### src/rtl/fwd_pkg.sv
// fwd_pkg: select codes, in-flight stage record and writer test shared by the forwarding unit.
package fwd_pkg;
    localparam int REG_AW = 5;
    localparam logic [1:0] SEL_RF  = 2'd0;
    localparam logic [1:0] SEL_WB  = 2'd1;
    localparam logic [1:0] SEL_MEM = 2'd2;

    typedef struct packed {
        logic              valid;
        logic [REG_AW-1:0] rd;
        logic              regwrite;
        logic              memread;
    } stage_rec_t;

    // Register 0 is hardwired, so it is never a forwarding source.
    function automatic logic is_writer(input stage_rec_t s);
        return s.valid & s.regwrite & (s.rd != '0);
    endfunction
endpackage

### src/rtl/fwd_compare.sv
// fwd_compare: priority-encodes the operand select for one source register.
module fwd_compare
    import fwd_pkg::*;
(
    input  logic [REG_AW-1:0] src_i,
    input  stage_rec_t        ex_i,
    input  stage_rec_t        mem_i,
    output logic [1:0]        sel_o
);
    // The younger EX/MEM result shadows an older MEM/WB write to the same register.
    always_comb
        sel_o = (is_writer(ex_i) && ex_i.rd == src_i)   ? SEL_MEM :
                (is_writer(mem_i) && mem_i.rd == src_i) ? SEL_WB  : SEL_RF;
endmodule

### src/rtl/forward_select_unit.sv
// forward_select_unit: registered EX-operand forward selects plus load-use stall.
// Optional statistics counters are enabled by defining FWD_STATS_EN.
module forward_select_unit
    import fwd_pkg::*;
#(
    parameter int AW = REG_AW
`ifdef FWD_STATS_EN
    ,
    parameter int STAT_W = 16
`endif
) (
    input  logic          clk_i,
    input  logic          rst_i,
    input  logic          id_valid_i,
    input  logic [AW-1:0] id_rs_i,
    input  logic [AW-1:0] id_rt_i,
    input  logic [AW-1:0] id_rd_i,
    input  logic          id_regwrite_i,
    input  logic          id_memread_i,
    input  logic          flush_i,
    output logic          stall_o,
    output logic [1:0]    fwd_a_o,
    output logic [1:0]    fwd_b_o
`ifdef FWD_STATS_EN
    ,
    output logic [STAT_W-1:0] fwd_cnt_o,
    output logic [STAT_W-1:0] stall_cnt_o
`endif
);
    stage_rec_t ex_q, ex_d, mem_q;
    logic [1:0] fwd_a_q, fwd_a_d, fwd_b_q, fwd_b_d, sel_a, sel_b;
    logic       load;

    fwd_compare u_cmp_a (.src_i(id_rs_i), .ex_i(ex_q), .mem_i(mem_q), .sel_o(sel_a));
    fwd_compare u_cmp_b (.src_i(id_rt_i), .ex_i(ex_q), .mem_i(mem_q), .sel_o(sel_b));

    always_comb begin
        stall_o = id_valid_i & ex_q.valid & ex_q.memread & (ex_q.rd != '0)
                & ((ex_q.rd == id_rs_i) | (ex_q.rd == id_rt_i));
        load    = id_valid_i & ~stall_o & ~flush_i;
        ex_d    = load ? '{valid: 1'b1, rd: id_rd_i, regwrite: id_regwrite_i,
                           memread: id_memread_i} : '0;
        fwd_a_d = load ? sel_a : SEL_RF;
        fwd_b_d = load ? sel_b : SEL_RF;
    end

    always_ff @(posedge clk_i or posedge rst_i)
        if (rst_i) begin
            ex_q    <= '0;
            mem_q   <= '0;
            fwd_a_q <= SEL_RF;
            fwd_b_q <= SEL_RF;
        end else begin
            ex_q    <= ex_d;
            mem_q   <= ex_q;
            fwd_a_q <= fwd_a_d;
            fwd_b_q <= fwd_b_d;
        end

    assign fwd_a_o = fwd_a_q;
    assign fwd_b_o = fwd_b_q;

`ifdef FWD_STATS_EN
    logic [STAT_W-1:0] fwd_cnt_q, fwd_cnt_d, stall_cnt_q, stall_cnt_d;

    always_comb begin
        fwd_cnt_d   = fwd_cnt_q + STAT_W'(fwd_a_d != SEL_RF) + STAT_W'(fwd_b_d != SEL_RF);
        stall_cnt_d = stall_cnt_q + STAT_W'(stall_o);
    end

    always_ff @(posedge clk_i or posedge rst_i)
        if (rst_i) begin
            fwd_cnt_q   <= '0;
            stall_cnt_q <= '0;
        end else begin
            fwd_cnt_q   <= fwd_cnt_d;
            stall_cnt_q <= stall_cnt_d;
        end

    assign fwd_cnt_o   = fwd_cnt_q;
    assign stall_cnt_o = stall_cnt_q;
`endif
endmodule

### config.mk
export PLATFORM = sky130hd
export DESIGN_NAME = forward_select_unit
export DESIGN_NICKNAME = d
export VERILOG_FILES = /design/src/rtl/fwd_pkg.sv /design/src/rtl/fwd_compare.sv /design/src/rtl/forward_select_unit.sv
export SDC_FILE = /design/constraint.sdc
export NUM_CORES = 1
export LEC_CHECK = 0
export BUFFER_PORTS_ARGS = -buffer_cell sky130_fd_sc_hd__buf_2
export CAP_MARGIN = 20
export CORE_MARGIN = 3
export CORE_UTILIZATION = 25
export CTS_CLUSTER_DIAMETER = 100
export DETAILED_ROUTE_END_ITERATION = 12
export PLACE_DENSITY_LB_ADDON = 0.08
export REMOVE_ABC_BUFFERS = 1
export SYNTH_ARGS = -nofsm -noshare
export SYNTH_HDL_FRONTEND = slang
export SYNTH_SLANG_ARGS = --single-unit
### constraint.sdc
create_clock -name clk_i -period 2.7 [get_ports clk_i]
set_input_delay 0.135 -clock clk_i [delete_from_list [all_inputs] [get_ports clk_i]]
set_output_delay 0.135 -clock clk_i [all_outputs]
set_load 0.05 [all_outputs]
==> run_results.csv <==
group,metric,value,unit
timing,timing_hold_violations_final,0,
grt,global_route_wire_length_before_repair,3456,um
floorplan,core_region_area,3416,um2
worst_setup_path,reg2reg_slack,0.87,ns
layout,area_growth_syn_to_layout,24.10,%
power_and_ir_drop,leakagePower,0.5355,nW
place,dpl_worst_slack,0.7680,ns
outcome,outcome,"finished, final reports clean",
timing,relSlewSlack,52.39,%
timing,totalNegativeSetupSlack,0,ns
cts,clock-sinks,19,
timing,rsz0062_at_grt,"no",
timing,slew_violations,0,
timing,min_period,2.247,ns
cts,cts_max_level,1,
cts,clock_insertion_delay_worst_skew,0.29,ns
logic_synthesis,yosysSeqAreaShare,52.34,%
logic_synthesis,synth_warnings,0,
cts,setup_bufs_post_cts,0,
drt,drt_iter0_markers,13,
drt,detailedRoute.firstPassIterationCount,4,
place,half_perimeter_wire_length_of_the_detailed_placement_result,1692,um
place,postPlaceCellArea,1091,um2
grt,grt_overflow,0,
cts,num_cts_buffers,3,
worst_setup_path,endpoint_kind,"output pin",
worst_setup_path,critical_path.cell_chain,"or4_1 -> o21a_1 -> and3_4 -> and2_2 -> buf_2",
logic_synthesis,netlist_area,908.4,um2
floorplan,full_die_area,4393,um2
worst_setup_path,critical_path_required,2.57,ns
logic_synthesis,synthDistinctLibCells,22,
worst_setup_path,arrival,2.11,ns
logic_synthesis,synth-seq-cells,19,
worst_setup_path,timing.critical_path.slowest_cell_delay,0.52,ns
cts,cts_resized,0,
floorplan,die_w,66.28,um
timing,max_freq,0.4450,GHz
layout,diodes,0,
power_and_ir_drop,worst_ir_drop_vdd,0.1198,mV
drt,vias_per_cell,4.365,
logic_synthesis,post_synth_inst_count,83,
floorplan,initial_utilization,26.59,%
drt,antenna_violating_nets_post_route,0,
worst_setup_path,timing.critical_path.from_type,"register",
floorplan,fp-row-count,21,
logic_synthesis,mean_cell_area_of_the_mapped_netlist,10.94,um2
grt,first_global_vias,670,
layout,seqCellArea,475.5,um2
cts,path_clk_slew,0.11,ns
cts,clock_path_buffers,2,
timing,setup_slack,0.4529,ns
worst_setup_path,crit_path_max_fanout,11,
place,port-buffer-count,25,
floorplan,fp.dieH,66.28,um
cts,cts_tree,"built",
timing,share_of_the_cycle_needed_by_the_critical_path_after_routing,83.23,%
timing,setup_viol,0,
drt,detail_route.wirelength,2099,um
drt,route.detailed.drc,0,
drt,vias,694,
drt,routed_wire_length_per_instance,13.20,um
layout,fin_cells,159,
grt,grt_max_degree,20,
power_and_ir_drop,cellPowerDensity,460.2,nW/um2
layout,layout.filler_cells,380,
layout,drive_above_1_share,30.09,%
layout,design.final.nets,135,
cts,clk_root_buffer_cell,"clkbuf_4",
place,global_placer_s_final_weighted_congestion,0.7437,
flow_run,cap_viol_max_count,0,
timing,finClkSkew,0.004896,ns
worst_setup_path,critical-path-slowest-cell,"or4_1",
layout,post-route-cell-area,1127,um2
floorplan,io_pins,26,
grt,grt_use_total,10.74,%
timing,slew_at_the_pin_closest_to_its_max_slew_limit,0.7133,ns
layout,multi_input_gate_area,414.1,um2
worst_setup_path,timing.setup.critical_path_class,"register to output pin",
hold_path,hold_path_class,"primary input to register",
place,place_inst,154,
grt,grt_antenna_before_repair,0,
state kept, by name, summed over array words and instances (netlist names):
register  count
ex_q          8
mem_q         7
fwd_a_o       2
fwd_b_o       2
cells by family (layout without fill, tap and decap cells):
logic type / count (synthesis) / count (layout) / synth area share (%)
AO/OA/AOI/OAI: 14 / 14 / 10.61
AND/OR/NAND/NOR: 27 / 27 / 15.70
buffers and inverters: 3 / 33 / 2.065
flip-flops: 19 / 19 / 52.34
XOR/XNOR: 20 / 20 / 19.28
path summary, 6_finish.rpt:
kind                               to         start  depth (start not counted)
setup / recovery              stall_o       ex_q[5]                          5
hold / removal                ex_q[0]  id_memread_i                          3
setup reg to reg           fwd_a_o[0]       ex_q[5]                          4
hold reg to reg              mem_q[7]       ex_q[7]                          0
max in group asynchronous     ex_q[7]         rst_i                          3
min in group asynchronous     ex_q[0]         rst_i                          3
per-layer routing:
| layer | track usage [%] | vias to the layer above | part of all wire [%] |
|---|---|---|---|
| li1 | - | 345 | - |
| met1 | 15.02 | 324 | 48 |
| met2 | 15.61 | 22 | 46 |
| met3 | 2.551 | 3 | 5.3 |
| met4 | 4.569 | 0 | 0.67 |
| met5 | 0 | - | 0 |
Yosys cell counts:
cell      number  area (um2)
dfrtp_1       19       475.5
xnor2_1       14       122.6
nand2_1       10       37.54
a21oi_1        8       40.04
xor2_1         6       52.55
nor3_1         5       25.02
nand4_1        3       18.77
and2_2         2       15.01
nand3_1        2       10.01
or4_1          2       15.01
a21boi_0       1       7.510
a221oi_1       1       8.760
a221oi_2       1       15.01
and3_4         1       11.26
buf_6          1       11.26
clkbuf_1       1       3.750
inv_1          1       3.750
nor2_1         1       3.750
nor2b_1        1       6.260
o2111a_1       1       11.26
o21a_1         1       7.510
o22ai_1        1       6.260
per-stage QoR:
step | util, % | total power, W | hold WS [ns]
after floorplan | - | 0.0003481 | 0.08613
after global placement | 31.94 | 0.0003830 | 0.2957
after detailed placement | 31.94 | 0.0003821 | 0.2889
after CTS | 33.00 | 0.0005238 | 0.03493
after global routing | 33.00 | 0.0005473 | 0.03650
final | 33.00 | 0.0005188 | 0.03579
cell type report:
cell class	count	share of cell area (%)
well taps	46	5.105
inverters	1	0.3330
multi-input cells	61	36.74
clock buffers	4	2.331
repair buffers	28	13.32
flip-flops and latches	19	42.18
cells in the final DEF, fill, tap and decap left out, types with 2 or more instances in the layout:
cell | netlist | final
buf_2 | 0 | 25
nor3_1 | 5 | 5
dfrtp_1 | 19 | 19
xor2_1 | 6 | 6
nand4_1 | 3 | 3
a21oi_1 | 8 | 8
clkbuf_4 | 0 | 3
buf_4 | 0 | 2
nand3_1 | 2 | 2
xnor2_1 | 14 | 14
and2_2 | 2 | 2
or4_1 | 2 | 2
nand2_1 | 10 | 10
report_power, final:
group          switching [W]  internal (W)  leakage, nW
Clock              0.0000851     0.0000575       0.0150
Sequential        0.00000924      0.000293        0.257
Combinational      0.0000376     0.0000360        0.264
Total               0.000132      0.000387        0.536
worst max-delay path: cells and delay by family (launching register included):
family / cells / cell delay, ns
DFF: 1 / 0.43
AOI/OAI and AO/OA: 1 / 0.23
and+or+nand+nor: 3 / 0.95
buffers and inverters: 1 / 0.20
what timing repair did:
action / CTS / global route
hold endpoints to repair: 19 / 0
endpoints found under the setup margin: 0 / 0
hold buffers: 1 / 0
Note: power is estimated with default switching activity, not from simulation.
